### src/rtl/cal_div_seq.sv
// ---------------------------------------------------------------------------
// cal_div_seq
// Sequential unsigned restoring divider for the calculator datapath.
// One quotient bit is resolved per clock; results are registered and held
// until the next completed operation.
//
// Ports:
//   clk          system clock, rising-edge active
//   rst_n        asynchronous active-low reset
//   start        request a division (accepted when not busy)
//   a            dividend, sampled on the accepting edge
//   b            divisor, sampled on the accepting edge
//   busy         division in flight; start is ignored while high
//   done         one-cycle completion pulse
//   quot         quotient a / b (all ones when b was 0)
//   rem          remainder a % b (captured a when b was 0)
//   div_by_zero  set at completion when the captured divisor was 0
// ---------------------------------------------------------------------------
module cal_div_seq #(
    parameter int WIDTH = 4
) (
    input  logic             clk,
    input  logic             rst_n,
    input  logic             start,
    input  logic [WIDTH-1:0] a,
    input  logic [WIDTH-1:0] b,
    output logic             busy,
    output logic             done,
    output logic [WIDTH-1:0] quot,
    output logic [WIDTH-1:0] rem,
    output logic             div_by_zero
);

    localparam int CW = $clog2(WIDTH + 1);

    typedef enum logic [1:0] {
        S_IDLE = 2'd0,
        S_CALC = 2'd1,
        S_DONE = 2'd2
    } state_t;

    state_t           state_q, state_d;
    logic [WIDTH:0]   prem_q,  prem_d;   // partial remainder, one guard bit
    logic [WIDTH-1:0] work_q,  work_d;   // dividend shifting out / quotient shifting in
    logic [WIDTH-1:0] dvsr_q,  dvsr_d;
    logic [CW-1:0]    cnt_q,   cnt_d;
    logic [WIDTH-1:0] quot_q,  quot_d;
    logic [WIDTH-1:0] rem_q,   rem_d;
    logic             dbz_q,   dbz_d;
    logic             done_q,  done_d;
    logic             busy_q,  busy_d;

    logic             accept_s;
    logic             dvsr_zero_s;
    logic             last_s;
    logic [WIDTH:0]   shift_s;
    logic [WIDTH+1:0] trial_s;
    logic [WIDTH:0]   prem_next_s;
    logic [WIDTH-1:0] work_next_s;

    // A new operation is taken in IDLE and also on the single DONE cycle.
    assign accept_s    = start && (state_q != S_CALC);
    assign dvsr_zero_s = (dvsr_q == {WIDTH{1'b0}});
    assign last_s      = (cnt_q == CW'(1));

    // One restoring step: shift, trial subtract, keep or restore.
    always_comb begin
        shift_s = {prem_q[WIDTH-1:0], work_q[WIDTH-1]};
        // Extra MSB of trial_s acts as the borrow / sign of the subtraction.
        trial_s = {1'b0, shift_s} - {2'b00, dvsr_q};
        if (trial_s[WIDTH+1]) begin
            prem_next_s = shift_s;
        end else begin
            prem_next_s = trial_s[WIDTH:0];
        end
        work_next_s = {work_q[WIDTH-2:0], ~trial_s[WIDTH+1]};
    end

    // State register.
    always_ff @(posedge clk or negedge rst_n) begin
        if (!rst_n) begin
            state_q <= S_IDLE;
        end else begin
            state_q <= state_d;
        end
    end

    // Next-state logic.
    always_comb begin
        state_d = state_q;
        case (state_q)
            S_IDLE: begin
                if (start) begin
                    state_d = S_CALC;
                end else begin
                    state_d = S_IDLE;
                end
            end
            S_CALC: begin
                if (dvsr_zero_s || last_s) begin
                    state_d = S_DONE;
                end else begin
                    state_d = S_CALC;
                end
            end
            S_DONE: begin
                if (start) begin
                    state_d = S_CALC;
                end else begin
                    state_d = S_IDLE;
                end
            end
            default: begin
                state_d = S_IDLE;
            end
        endcase
    end

    // Datapath and registered output next values.
    always_comb begin
        prem_d = prem_q;
        work_d = work_q;
        dvsr_d = dvsr_q;
        cnt_d  = cnt_q;
        quot_d = quot_q;
        rem_d  = rem_q;
        dbz_d  = dbz_q;
        busy_d = busy_q;
        done_d = 1'b0;
        if (accept_s) begin
            work_d = a;
            dvsr_d = b;
            prem_d = {(WIDTH+1){1'b0}};
            cnt_d  = CW'(WIDTH);
            dbz_d  = 1'b0;
            busy_d = 1'b1;
        end else if (state_q == S_CALC) begin
            if (dvsr_zero_s) begin
                // No iterations: the dividend is still untouched in work_q.
                quot_d = {WIDTH{1'b1}};
                rem_d  = work_q;
                dbz_d  = 1'b1;
                done_d = 1'b1;
                busy_d = 1'b0;
            end else begin
                prem_d = prem_next_s;
                work_d = work_next_s;
                cnt_d  = cnt_q - CW'(1);
                if (last_s) begin
                    // Partial remainder is below the divisor, so it fits WIDTH bits.
                    quot_d = work_next_s;
                    rem_d  = prem_next_s[WIDTH-1:0];
                    done_d = 1'b1;
                    busy_d = 1'b0;
                end else begin
                    done_d = 1'b0;
                end
            end
        end else begin
            done_d = 1'b0;
        end
    end

    // Datapath and output registers.
    always_ff @(posedge clk or negedge rst_n) begin
        if (!rst_n) begin
            prem_q <= {(WIDTH+1){1'b0}};
            work_q <= {WIDTH{1'b0}};
            dvsr_q <= {WIDTH{1'b0}};
            cnt_q  <= {CW{1'b0}};
            quot_q <= {WIDTH{1'b0}};
            rem_q  <= {WIDTH{1'b0}};
            dbz_q  <= 1'b0;
            done_q <= 1'b0;
            busy_q <= 1'b0;
        end else begin
            prem_q <= prem_d;
            work_q <= work_d;
            dvsr_q <= dvsr_d;
            cnt_q  <= cnt_d;
            quot_q <= quot_d;
            rem_q  <= rem_d;
            dbz_q  <= dbz_d;
            done_q <= done_d;
            busy_q <= busy_d;
        end
    end

    assign busy        = busy_q;
    assign done        = done_q;
    assign quot        = quot_q;
    assign rem         = rem_q;
    assign div_by_zero = dbz_q;

endmodule

### config.mk
export PLATFORM = sky130hd
export DESIGN_NAME = cal_div_seq
export DESIGN_NICKNAME = d
export VERILOG_FILES = /design/src/rtl/cal_div_seq.sv
export SDC_FILE = /design/constraint.sdc
export NUM_CORES = 1
export LEC_CHECK = 0
export CAP_MARGIN = 20
export CORE_AREA = 8 8 88 90
export DETAILED_ROUTE_END_ITERATION = 7
export DIE_AREA = 0 0 96 98
export PLACE_DENSITY_LB_ADDON = 0.12
export SYNTH_ARGS = -nofsm -noshare
export SYNTH_HDL_FRONTEND = slang
export SYNTH_SLANG_ARGS = --single-unit
### constraint.sdc
create_clock -name clk -period 1.99 [get_ports clk]
set_input_delay 0.199 -clock clk [delete_from_list [all_inputs] [get_ports clk]]
set_output_delay 0.199 -clock clk [all_outputs]
set_load 0.01 [all_outputs]
# --- Yosys cells after proc, flatten, opt, wreduce, memory -nomap -nowiden ---
# Cells that the tools add are included.
# Widths: inputs -> output; s select.
totals:
  wordCells: 60
  out_inout_bits: 11
  regBits: 28
op_classes:
  reduce_logical: 13
  bitwise_logic: 2
  eq_ne: 5
  mux: 28
  n_addsub: 2
ops:
  columns: ["cell", "count"]
  rows:
  - ["$mux 4", 11]
  - ["$mux 1", 12]
  - ["$mux 3", 3]
  - ["$reduce_and 2->1", 3]
  - ["$reduce_bool 2->1", 3]
  - ["$sub 5x4->6", 1]
  - ["$logic_not 4->1", 1]
  - ["$pmux 2 s2", 1]
  - ["$eq 3x1->1 const B", 1]
  - ["$reduce_and 3->1", 1]
  - ["$reduce_bool 3->1", 1]
  - ["$sub 3x1->3 const B", 1]
  - ["$eq 2x1->1 const B", 1]
  - ["$eq 2x2->1 const B", 1]
  - ["$logic_not 2->1", 1]
  - ["$mux 2", 1]
  - ["$ne 2x1->1 const B", 1]
  - ["$ne 2x2->1 const B", 1]
  - ["$not 1->1", 2]
  - ["$reduce_or 2->1", 1]
  - ["$logic_and 1x1->1", 1]
  - ["$logic_or 1x1->1", 1]

# --- Depth between registers and ports, before layout ---
logic_depth:
  ltp_word: 5
  ltp_mapped: 8
  depth_no_buf: 8

# --- Worst setup path after synthesis ---
# No wires, ideal clock.
synth_path:
  path_kind: "register to register"
  start: "register work_q[3]"
  end: "register rem_q[2] (netlist: rem[2])"
  setup_ns: 0.083
  slack_ns: 0.152
  stages_incl_launch_ff: 9
  n_path_buf: 0
  arrival_ns: 1.756
  synth_period_minus_slack_ns: 1.838
  cell_sequence: "dfrtp_1 inv_1 ha_1 inv_1 fa_1 xor2_1 a211oi_1 or3_1 o21ai_0"
synth_via:
  elab_chain_len: 4
synth_rtl:
  columns: ["element", "line_no", "source"]
  rows:
  - ["start, declared", "44", "logic [WIDTH-1:0] work_q, work_d;"]
  - ["start signal, assigned", "168", "work_q <= {WIDTH{1'b0}};"]
  - ["start signal, assigned", "178", "work_q <= work_d;"]
  - ["$sub 5x4->6", "70", "trial_s = {1'b0, shift_s} - {2'b00, dvsr_q};"]
  - ["$mux 4", "71", "if (trial_s[WIDTH+1]) begin"]
  - ["$mux 4", "149", "if (last_s) begin"]
  - ["$mux 4", "138", "if (dvsr_zero_s) begin"]
  - ["end signal, assigned", "172", "rem_q <= {WIDTH{1'b0}};"]
  - ["end signal, assigned", "182", "rem_q <= rem_d;"]
  - ["end, declared", "48", "logic [WIDTH-1:0] rem_q, rem_d;"]
# No other way between the ends. The select of a mux whose other input is x is not followed.
# A chain may end at the register's enable or synchronous reset.

# --- Final worst setup path ---
layout_path:
  start: "register dvsr_q[2]"
  end: "register rem_q[1] (netlist: rem[1])"
layout_via:
  elab_chain_len: 4
layout_rtl:
  columns: ["element", "line_no", "source"]
  rows:
  - ["start, declared", "45", "logic [WIDTH-1:0] dvsr_q, dvsr_d;"]
  - ["start signal, assigned", "169", "dvsr_q <= {WIDTH{1'b0}};"]
  - ["start signal, assigned", "179", "dvsr_q <= dvsr_d;"]
  - ["$sub 5x4->6", "70", null]
  - ["$mux 4", "71", null]
  - ["$mux 4", "149", null]
  - ["$mux 4", "138", null]
# Parallel ways exist; a longest one is shown, timed or not. The select of a mux whose other input is x is not followed.

==> impl_metrics.env <==
export IMPL_internal_power_uw=1963
export IMPL_core_area_sq_um=6494
export IMPL_placed_cell_area_sq_um=1752
export IMPL_max_freq_ghz=0.5439
export IMPL_crit_family="compound AO/OA/AOI/OAI gates"
export IMPL_r2r_end="rem[1]"
export IMPL_area_delta_synth_final_pct=30.99
export IMPL_r2r_cells=6
export IMPL_crit_path_max_incr_delay_ns=0.41
export IMPL_tightestPinTransition_ns=0.5537
export IMPL_layout_drive_gt1_share_pct=14.02
export IMPL_crit_path_start="dvsr_q[2]"
export IMPL_r2r_slack_ns=0.15
export IMPL_clock_skew_ns=0.007383
export IMPL_path_buf_inv=1
export IMPL_cts_buffers_inserted=3
export IMPL_peakVddDrop_mv=0.5348
export IMPL_cp_depth=6
export IMPL_final_hold_viol_count=0
export IMPL_cp_required_ns=2.13
export IMPL_first_global_vias=1260
export IMPL_ios=22
export IMPL_combPwrFrac_pct=55.3
export IMPL_nets=183
export IMPL_finalPower_uw=3378
export IMPL_globalplace_congestion=0.8318
export IMPL_final_common_cell="dfrtp_1"
export IMPL_ys_ff_latch=28
export IMPL_grt_pass1_wl_microns=6327
export IMPL_vias=1128
export IMPL_first_pass_iters=4
export IMPL_cp_end_kind="flip-flop"
export IMPL_dieHeight_microns=98
export IMPL_fin_area_sq_um=1841
export IMPL_port_buffers=21
export IMPL_fillerInstances=693
export IMPL_drv_cap=0
export IMPL_yosysTopAreaCellShare_pct=49.87
export IMPL_relSlewSlack_pct=62.80
export IMPL_cts_root_buf="clkbuf_8"
export IMPL_critPathKind="flip-flop to flip-flop"
export IMPL_synthTopCellsByArea="dfrtp_1 50%, ha_1 5.3%, nand3_1 3.6%, mux2_2 3.2%, nor2_1 2.7%"
export IMPL_power_density_nw_per_um2=1835
export IMPL_sw_frac_of_total_pct=41.90
export IMPL_hold_buffers=0
export IMPL_critPathSlowestCell="dfrtp_1"
export IMPL_final_antenna_net_count=0
export IMPL_critPathCapture="rem[1]"
export IMPL_maxSlewViolCount=0
export IMPL_layout_cells_non_filler=244
export IMPL_yosysWarnings=0
export IMPL_clk_path_buf_depth=2
export IMPL_grt_setup_unrepaired="no"
export IMPL_clock_latency_ns=0.28
export IMPL_clkSlewWorstSetupHoldPaths_ns=0.10
export IMPL_status="finished clean"
export IMPL_dp_cells=240
export IMPL_start_util_pct=21.64
export IMPL_syn_nets=152
export IMPL_cts_tree="yes"
export IMPL_viasPerCell=4.623
export IMPL_rows=30
export IMPL_avgSynthCellArea_sq_um=10.49
export IMPL_setup_violations=0
export IMPL_worstHoldPathType="input port to asynchronous set/reset pin"
export IMPL_ctsResizeCount=0
export IMPL_antenna_found_initial=0
export IMPL_clockPowerShare_pct=13.4
export IMPL_syn_inst=134
export IMPL_grtUsageTotal_pct=8.502
export IMPL_cts_setup_buffers=0
export IMPL_synth_area_leader_cell="dfrtp_1"
export IMPL_antenna_cells=0
export IMPL_critPathLaunchType="flip-flop"
export IMPL_die_area_sq_um=9408
export IMPL_worstReg2RegStart="dvsr_q[2]"
export IMPL_min_period_ns=1.839
export IMPL_finalSetupTns_ns=0
export IMPL_synth_edf_count=0
export IMPL_fp_dieW_microns=96
export IMPL_cp_arrival_ns=1.98
export IMPL_wl_per_cell_microns=15.32
export IMPL_syn_area_sq_um=1405
export IMPL_synthArstFlopShare_pct=100.0
export IMPL_drt_total_wl_microns=3738
export IMPL_seqPwrFrac_pct=31.3
export IMPL_dp_hpwl_microns=2771
export IMPL_switching_power_uw=1415
export IMPL_drc_errors=0
export IMPL_htree_num_levels=1
export IMPL_critPathMaxFanout=5
export IMPL_fin_crit_sh_pct=92.39
export IMPL_grt_max_degree=29
export IMPL_post_route_util_pct=28.34
export IMPL_grt_overflow_total=0
export IMPL_path_cells="inv_1 > ha_1 > o21a_1 > a21boi_4 > o311ai_0 > nand3_1"
export IMPL_yosysSeqAreaShare_pct=49.87
export IMPL_ys_flop_type="dfrtp_1"
export IMPL_ys_types=40
export IMPL_mostFrequentLayoutCells="28 x dfrtp_1, 21 x clkdlybuf4s50_1, 10 x nor2_1, 10 x nand3_1"
export IMPL_cellLeakagePower_uw=0.0007823
export IMPL_drt_iter0_markers=54
export IMPL_cts_sinks=28
## power by group through the flow
stage / combinational (uW) / clock (uW) / sequential [uW]
floorplan: 1150 / 0 / 1060
global placement: 1790 / 0 / 1070
detailed placement: 1800 / 0 / 1070
CTS: 1810 / 471 / 1060
global route: 2110 / 496 / 1100
finish: 1870 / 453 / 1060
## stage by stage
stage / hold WS (ns) / setup slack [ns]
final: 0.2936 / 0.1514
after global routing: 0.3351 / 0.005535
after CTS: 0.3096 / 0.05499
after detailed placement: 0.4681 / 0.07919
after global placement: 0.4632 / 0.1263
after floorplan: -0.09659 / 0.1517
## final cells by class
class,count,area (sq um),share of cell area (%)
Clock buffer,3,41.29,2.243
Tap cell,80,100.1,5.438
Inverter,10,37.54,2.039
Sequential cell,28,700.7,38.07
Timing Repair Buffer,28,262.8,14.28
Clock inverter,1,30.03,1.632
Multi-Input combinational cell,94,668.1,36.30
## worst min path at each step
stage	slack, ns	start	cells after the start	endpoint
3_3_place_gp	0.46	div_by_zero	1	div_by_zero
2_1_floorplan	-0.1	rst_n	0	busy
3_5_place_dp	0.47	div_by_zero	1	div_by_zero
6_report	0.29	rst_n	2	dvsr_q[1]
4_1_cts	0.31	rst_n	2	prem_q[3]
5_1_grt	0.34	rst_n	2	dvsr_q[1]
## sequential cells by signal, indices dropped and copies added, names as in the netlist
register	flops
done	1
busy	1
rem	4
div_by_zero	1
cnt_q	3
quot	4
state_q	2
work_q	4
dvsr_q	4
prem_q	4
## metal layers
layer	share of wire (%)	vias up	track usage (%)	wire length, microns
met2	50	19	14.32	1854
met3	4.0	4	1.228	150
li1	-	547	-	-
met5	0	-	0	0
met1	45	558	10.43	1671
met4	1.6	0	3.314	61
## synthesized netlist by cell type (4+ instances only)
library cell / count
dfrtp_1: 28
nand3_1: 10
nor2_1: 10
inv_1: 9
nand2_1: 9
ha_1: 6
a22oi_1: 4
mux2_2: 4
nand4_1: 4
o21ai_0: 4
## logic make-up after synthesis
logic type / count (synthesis) / share of synthesized area, %
xor gates and xnor gates: 2 / 1.247
muxes: 6 / 4.630
adders and majority gates: 7 / 6.768
and+or+nand+nor: 47 / 17.28
buffers and inverters: 12 / 3.828
AOI/OAI and AO/OA: 32 / 16.39
DFF: 28 / 49.87
No activity file was read; power rests on OpenSTA's default activity.
